==> src/rtl/alu_arbiter.sv <==
// Two-requester round-robin front end for a single shared ALU.
// One operation in flight: accept, execute, report, then back to idle.
module alu_arbiter (
  input  logic        clk,
  input  logic        reset,
  input  logic        req0,
  input  logic        req1,
  input  logic [2:0]  op0,
  input  logic [2:0]  op1,
  input  logic [31:0] a0,
  input  logic [31:0] b0,
  input  logic [31:0] a1,
  input  logic [31:0] b1,
  output logic [31:0] alu_a,
  output logic [31:0] alu_b,
  output logic [2:0]  alu_op,
  input  logic [31:0] alu_out,
  output logic        gnt0,
  output logic        gnt1,
  output logic        done0,
  output logic        done1,
  output logic [31:0] result,
  output logic        err,
  output logic        busy
);

  typedef enum logic [1:0] {
    IDLE = 2'd0,
    EXEC = 2'd1,
    DONE = 2'd2
  } state_t;

  state_t      state;
  state_t      nxt;
  logic        last_owner;
  logic        owner;
  logic        win;
  logic        any_req;
  logic        bad_op;
  logic [2:0]  op_q;
  logic [31:0] a_q;
  logic [31:0] b_q;

  assign any_req = req0 | req1;
  assign bad_op  = (op_q[2:1] == 2'b11);

  // On a tie the requester that did not win last time goes first.
  always_comb begin
    win = last_owner;
    unique case (1'b1)
      (req0 & req1):  win = ~last_owner;
      (req0 & ~req1): win = 1'b0;
      (~req0 & req1): win = 1'b1;
      default:        win = last_owner;
    endcase
  end

  always_ff @(posedge clk or negedge reset) begin
    if (!reset) state <= IDLE;
    else        state <= nxt;
  end

  always_comb begin
    nxt = state;
    case (state)
      IDLE:    if (any_req) nxt = EXEC;
      EXEC:    nxt = DONE;
      DONE:    nxt = IDLE;
      default: nxt = IDLE;
    endcase
  end

  always_ff @(posedge clk or negedge reset) begin
    if (!reset) begin
      last_owner <= 1'b1;
      owner      <= 1'b0;
      op_q       <= 3'd0;
      a_q        <= 32'd0;
      b_q        <= 32'd0;
      result     <= 32'd0;
      err        <= 1'b0;
    end else begin
      case (state)
        IDLE: begin
          if (any_req) begin
            owner      <= win;
            last_owner <= win;
            op_q       <= win ? op1 : op0;
            a_q        <= win ? a1 : a0;
            b_q        <= win ? b1 : b0;
          end
        end
        EXEC: begin
          result <= bad_op ? 32'd0 : alu_out;
          err    <= bad_op;
        end
        DONE:    err <= 1'b0;
        default: err <= 1'b0;
      endcase
    end
  end

  always_comb begin
    gnt0   = 1'b0;
    gnt1   = 1'b0;
    done0  = 1'b0;
    done1  = 1'b0;
    alu_a  = 32'd0;
    alu_b  = 32'd0;
    alu_op = 3'd0;
    busy   = (state != IDLE);
    if (state == EXEC) begin
      gnt0   = ~owner;
      gnt1   = owner;
      alu_a  = a_q;
      alu_b  = b_q;
      alu_op = op_q;
    end
    if (state == DONE) begin
      done0 = ~owner;
      done1 = owner;
    end
  end

endmodule

==> config.mk <==
export PLATFORM = sky130hd
export DESIGN_NAME = alu_arbiter
export DESIGN_NICKNAME = d
export VERILOG_FILES = /design/src/rtl/alu_arbiter.sv
export SDC_FILE = /design/constraint.sdc
export NUM_CORES = 1
export LEC_CHECK = 0
export ABC_AREA = 1
export CAP_MARGIN = 0
export CORE_MARGIN = 2
export CORE_UTILIZATION = 31
export CTS_CLUSTER_SIZE = 40
export DETAILED_ROUTE_END_ITERATION = 6
export GPL_ROUTABILITY_DRIVEN = 0
export SETUP_SLACK_MARGIN = 0.1
export SLEW_MARGIN = 30
export SYNTH_ARGS = -nofsm -noshare
export SYNTH_HDL_FRONTEND = slang
export SYNTH_SLANG_ARGS = --single-unit
==> constraint.sdc <==
create_clock -name clk -period 1.6 [get_ports clk]
set_input_delay 0.16 -clock clk [delete_from_list [all_inputs] [get_ports clk]]
set_output_delay 0.16 -clock clk [all_outputs]
set_load 0.005 [all_outputs]
==> results of run 1 <==
==> layout by cell type (no fill, tap or decap), drive strengths merged, types with 2 or more instances in the layout <==
cell type,netlist,routed
clkinv,0,6
nor2,72,72
nor3,2,2
nand2,204,204
clkdlybuf4s50,0,201
nand3,168,168
o21ai,3,3
buf,46,121
dfrtp,103,103
inv,142,143
nand3b,67,67
clkbuf,13,19
==> layer usage <==
| layer | track usage [%] | part of all wire [%] | wire length, µm |
|---|---|---|---|
| met5 | 0 | 0 | 0 |
| met4 | 7.63 | 2.9 | 646 |
| met3 | 3.85 | 6.7 | 1490 |
| met2 | 31.9 | 46 | 10200 |
| met1 | 28.2 | 45 | 9930 |
==> how the worst max path moves through the flow <==
stage,start,endpoint,slack [ps],depth (start not counted)
after global routing,state[1]$_DFFE_PN0P_,alu_b[19],-150,6
after global placement,state[1]$_DFFE_PN0P_,alu_b[31],-60,6
after CTS,state[0]$_DFFE_PN0P_,alu_a[2],-140,7
after floorplan,last_owner$_DFFE_PN1P_,a_q[10]$_DFFE_PN0P_,280,7
after detailed placement,state[1]$_DFFE_PN0P_,alu_a[13],-90,6
final,state[1]$_DFFE_PN0P_,alu_a[31],-70,6
==> flip-flops by register name, indices dropped and copies added (netlist names) <==
signal,count
a_q,32
err,1
last_owner,1
owner,1
op_q,3
state,2
result,32
b_q,32
==> cell families after synthesis <==
logic type / after synthesis / synth area share (%)
AND/OR/NAND/NOR: 513 / 41.1
buffers and inverters: 201 / 14.2
flip-flops: 104 / 44.5
AO/OA/AOI/OAI: 3 / 0.256
==> area by class of cell <==
class / count / area (µm²)
diodes: 1 / 2.50
multi-input cells: 516 / 2580
inverters: 142 / 548
well taps: 234 / 293
repair buffers: 334 / 3330
fillers: 1845 / 8970
clock buffers: 9 / 225
clock inverters: 7 / 86.3
flip-flops and latches: 104 / 2600
==> power by group through the flow <==
stage	Clock [µW]	Sequential [µW]	Combinational [µW]
floorplan	0	4560	4220
detailed placement	0	4640	8410
global placement	0	4640	8330
finish	2270	4630	9640
global route	2470	4780	10600
CTS	2360	4620	8400
==> metrics by stage <==
stage	cells	total power [µW]	cell area (µm²)	hold WS, ps
after floorplan	821	8780	5860	-136
after global placement	1304	13000	9050	54.9
after detailed placement	1304	13100	9050	51.8
after CTS	1327	15400	9210	210
after global routing	1346	17800	9670	222
final	1347	16500	9670	209
==> what timing repair did <==
item                                    in CTS  in global routing
pin swaps                                    2                  5
hold buffers                                 1                  0
cloned                                       2                 13
setup buffers                                4                  9
hold endpoints to repair                    82                  0
gates resized for setup                    320                 46
endpoints found under the setup margin      72                140
==> out/results.ini, run 1 <==
[cts]
clock_sinks=104
clock_path_buffers=2
h-tree-depth=3
clk_latency_ps=360
cts_inserted_buffers=9
cts_tree=yes
ctsRootBufferMaster=clkbuf_16
clk_pin_slew_ps=80

[floorplanning]
fp.dieW_um=141
pin_count=275
core_area_um2=18600
row_count=50
dieHeight_um=141
initial_utilization_pct=31.4
dieArea_um2=20000

[worst_setup_path]
cp_cell_sequence=nor2_4 -> clkinv_4 -> buf_6 -> clkbuf_16 -> nor2_1 -> buf_2
rr_startpoint=state[1]$_DFFE_PN0P_
max_stage_delay_ps=410
rrSetupSlack_ps=140
slowest_stage=dfrtp_1
r2r_cells=9
crit_type=flop to output port
cp-start-kind=flop
cp.arrival_ps=1510
worstPathMaxFanout=8
critPathRequiredTime_ps=1440
critPathCaptureType=output port
critical_path.top_delay_family=buffers and inverters
path_buf_inv=4
timing.rr.end=op_q[2]$_DFFE_PN0P_

[synthesis]
synth-main-ff-cell=dfrtp_1
ys_types=17
synth.top_cell.area_share_pct=44.0
yosysMostFrequentCell=nand2_1
syn_area_per_cell_um2=7.13
async_flop_share_pct=100
syn_nets=991
synth_area_leaders=dfrtp_1 44%, nand3_1 14%, nand2_1 13%
synth_common_cells=203 x nand2_1, 168 x nand3_1, 138 x inv_1, 103 x dfrtp_1, 70 x nor2_1
synth_seq_cells=104
synth-edff-count=0
synth_largest_area_cell=dfrtp_1
netlist_area_um2=5860
synth_warnings=0
ys_seq_area_share_pct=44.5
postSynthCellCount=821

[route]
drt-total-wl_um=22300
initialDrtViolationCount=354
num_vias=6263
via_per_inst=4.65
wl_per_cell_um=16.6
dr.pass1.iters=5
drcViolationCount=0
ant_nets=0

[global_route]
grt_first_pass_wirelength_um=32200
grt_max_degree=43
antenna_found_initial=2
grt.total_usage_pct=20.4
gr-total-overflow=0
grt_pass1_vias=5878

[sta]
layout_setup_ws_ps=-70.9
finalSetupViolCount=68
maxSlewViolCount=0
fin_crit_sh_pct=104
rsz0062_at_grt=true
fin_crit_ps=1670
fin_tns_setup_ps=-2540
skew_ps=9.22
tightest_slew_ps=363
slew_headroom_pct=75.8
final_hold_viol_count=0
max_freq_mhz=598

[power_and_ir_drop]
power_density_nw_per_um2=1710
vdd_drop_max_v=0.000905
pwr-share-clk_pct=13.7
leakagePower_uw=0.00505
pwr-share-comb_pct=58.3
p_int_uw=9700
sw_frac_of_total_pct=41.3
switchingPower_uw=6840
seqPwrFrac_pct=28.0

[cells_and_area]
nets=1277
syn2layout_area_growth_pct=65.1
fin_util_pct=51.9
drive_gt1_share_pct=18.1

[run_status]
outcome=finished, violations left
violations=setup timing

[run]
drv_cap=0

[min_path]
hold_class=primary input to async pin

[placed_design]
post-dp-hpwl_um=14300
port_buffers=274
pre_cts_slack_ps=-85.0

Note: power is estimated with default switching activity, not from simulation.
==> run 2, diff against run 1 <==
- CAP_MARGIN: 0 -> unset
- SLEW_MARGIN: 30 -> unset
==> results of run 2 <==
The final DEF is identical to that of run 1; final timing and power are the same.
==> run 3, diff against run 2 <==
- CORE_UTILIZATION: 31 -> 42
- PLACE_DENSITY: unset -> 0.82
==> run 3 against run 2 <==
The flow still finishes with violations (setup timing); clock-buffer cell count is 1 higher; final cell count is 4.3% lower; total power is 10% higher; register-to-register slack worse by 120 ps; sequential power is 2% higher; critical path depth stayed put; clock power is 5% higher; sequential share of layout area is 1.3 points lower; hold slack better by 59 ps; utilization is 22 points higher; setup slack worse by 99 ps; largest power group unchanged.
==> out/results.ini, run 3 (synthesis gave the netlist of run 1 again) <==
[run_status]
outcome=finished, violations left
violations=setup timing

[placed_design]
post-dp-hpwl_um=13600  ; -5.0%
place_inst=1242  ; -4.8%
port_buffers=274  ; unchanged
placed_area_um2=8900  ; -1.6%

[cells_and_area]
final_area_um2=10200  ; +5.2%
final_common_cell=clkdlybuf4s50_1
diodes=0  ; -1
syn2layout_area_growth_pct=73.8
top_regs=a_q: 32 flops, b_q: 32 flops, result: 32 flops
fin_cells=1289  ; -4.3%
layout_common_cells=201 x clkdlybuf4s50_1, 196 x nand2_1, 147 x nand3_1
nets=1274  ; -0.23%
drive_gt1_share_pct=22.6  ; +4.6 points

[route]
num_vias=6709  ; +7.1%
drcViolationCount=0  ; unchanged
initialDrtViolationCount=513  ; +45%
ant_nets=0  ; unchanged
via_per_inst=5.20  ; +12%
dr.pass1.iters=6  ; +1
wl_per_cell_um=18.6  ; +12%
drt-total-wl_um=24000  ; +7.4%

[sta]
maxSlewViolCount=0  ; unchanged
tightest_slew_ps=387  ; +23.6 ps
rsz0062_at_grt=true
layout_setup_ws_ps=-170  ; -98.9 ps
final_hold_viol_count=0  ; unchanged
fin_crit_ps=1770  ; +98.9 ps
fin_crit_sh_pct=111  ; +6.2 points
fin_tns_setup_ps=-8850  ; -6310 ps
skew_ps=9.27  ; +0.0444 ps
finalSetupViolCount=69  ; +1.5%
whs_ps=268  ; +59.3 ps
slew_headroom_pct=74.2  ; -1.6 points
max_freq_mhz=565  ; -5.6%

[cts]
cts_inserted_buffers=9  ; unchanged
clock_path_buffers=2  ; unchanged
h-tree-depth=3  ; unchanged
ctsRootBufferMaster=clkbuf_16
clk_pin_slew_ps=80  ; about the same
clk_latency_ps=350  ; about the same
clock_sinks=104  ; unchanged
cts_tree=yes

[worst_setup_path]
crit_type=flop to output port
rrSetupSlack_ps=20  ; -120 ps
cp-start-kind=flop
critPathRequiredTime_ps=1440  ; about the same
critPathCaptureType=output port
worstPathMaxFanout=6  ; -2
cp.arrival_ps=1610  ; +100 ps

[floorplanning]
initial_utilization_pct=42.5  ; +11 points
core_area_um2=13800  ; -26%
row_count=43  ; -14%
pin_count=275  ; unchanged
dieHeight_um=122  ; -14%
dieArea_um2=14900  ; -26%
fp.dieW_um=122  ; -14%

[global_route]
grt_max_degree=50  ; +16%
grt.total_usage_pct=28.2  ; +7.8 points
grt_pass1_vias=6141  ; +4.5%
antenna_found_initial=0  ; -2
gr-total-overflow=0  ; unchanged
grt_first_pass_wirelength_um=32500  ; +0.71%

[run]
drv_cap=0  ; unchanged

[power_and_ir_drop]
leakagePower_uw=0.00515  ; +2.0%
totalPowerFinal_uw=18300  ; +10%
vdd_drop_max_v=0.000836  ; -7.6%
power_density_nw_per_um2=1790  ; +4.9%

[min_path]
hold_class=primary input to async pin

-- run 3: cell types whose count changed in the layout (fill, tap and decap cells not counted), moves of 3 or more --
cell | before | now
buf_16 | 1 | 7
buf_2 | 71 | 61
buf_4 | 18 | 11
buf_6 | 8 | 20
inv_6 | 1 | 5
nand2_1 | 199 | 196
nand3_1 | 167 | 147
nand3_2 | 1 | 18
nand3_4 | 0 | 3
nor2_1 | 30 | 2
nor2_2 | 33 | 14
nor2_4 | 9 | 56
-- run 3: per-layer routing --
| metal | up-vias | GRT usage, % | part of all wire, % |
|---|---|---|---|
| met3 | 69 | 5.71 | 8.9 |
| met2 | 357 | 46.3 | 48 |
| met1 | 3182 | 36.3 | 40 |
| met5 | - | 0 | 0 |
| li1 | 3101 | - | - |
| met4 | 0 | 11.9 | 3.4 |
-- run 3: area by class of cell --
| cell class | instances | area (µm²) |
|---|---|---|
| tap | 180 | 225 |
| inverter | 142 | 548 |
| multi-input combinational | 516 | 3030 |
| sequential | 104 | 2600 |
| fill | 1012 | 3590 |
| clock buffer | 10 | 239 |
| timing repair buffer | 331 | 3450 |
| clock inverter | 6 | 83.8 |
-- run 3: timing repair --
action / in CTS / in global routing
pin swaps: 1 / 16
endpoints found under the setup margin: 72 / 138
gates cloned: 8 / 12
endpoints found under the hold margin: 24 / 0
setup buffers: 4 / 7
gates resized for setup: 299 / 181
hold buffers: 1 / 0
-- run 3: final timing paths --
path	startpoint	endpoint	depth (start not counted)
worst min-delay path	reset	a_q[1]$_DFFE_PN0P_	2
max in group asynchronous	reset	last_owner$_DFFE_PN1P_	3
worst max register to register	state[1]$_DFFE_PN0P_	a_q[21]$_DFFE_PN0P_	9
worst min register to register	result[20]$_DFFE_PN0N_	result[20]$_DFFE_PN0N_	2
min in group clk	alu_out[23]	result[23]$_DFFE_PN0N_	3
worst max-delay path	state[1]$_DFFE_PN0P_	alu_a[14]	6
-- run 3: through the flow --
| step | setup slack (ps) | utilization (%) |
|---|---|---|
| global placement | -19.6 | 64.7 |
| floorplan | 281 | - |
| CTS | -143 | 68.0 |
| detailed placement | -29.2 | 64.7 |
| global route | -222 | 73.9 |
| finish | -170 | 73.9 |
-- run 3: report_power, final --
group	switching, µW	internal (µW)
registers	765	3940
clock network	1090	1300
logic	6020	5150
total	7880	10400
-- run 3: critical path, cell delays in order, from the launching register on --
cell and delay (ps):
dfrtp_1 420, nor2_4 160, clkinv_4 130, buf_8 160, buf_16 150, nor2_4 100
buf_2 120
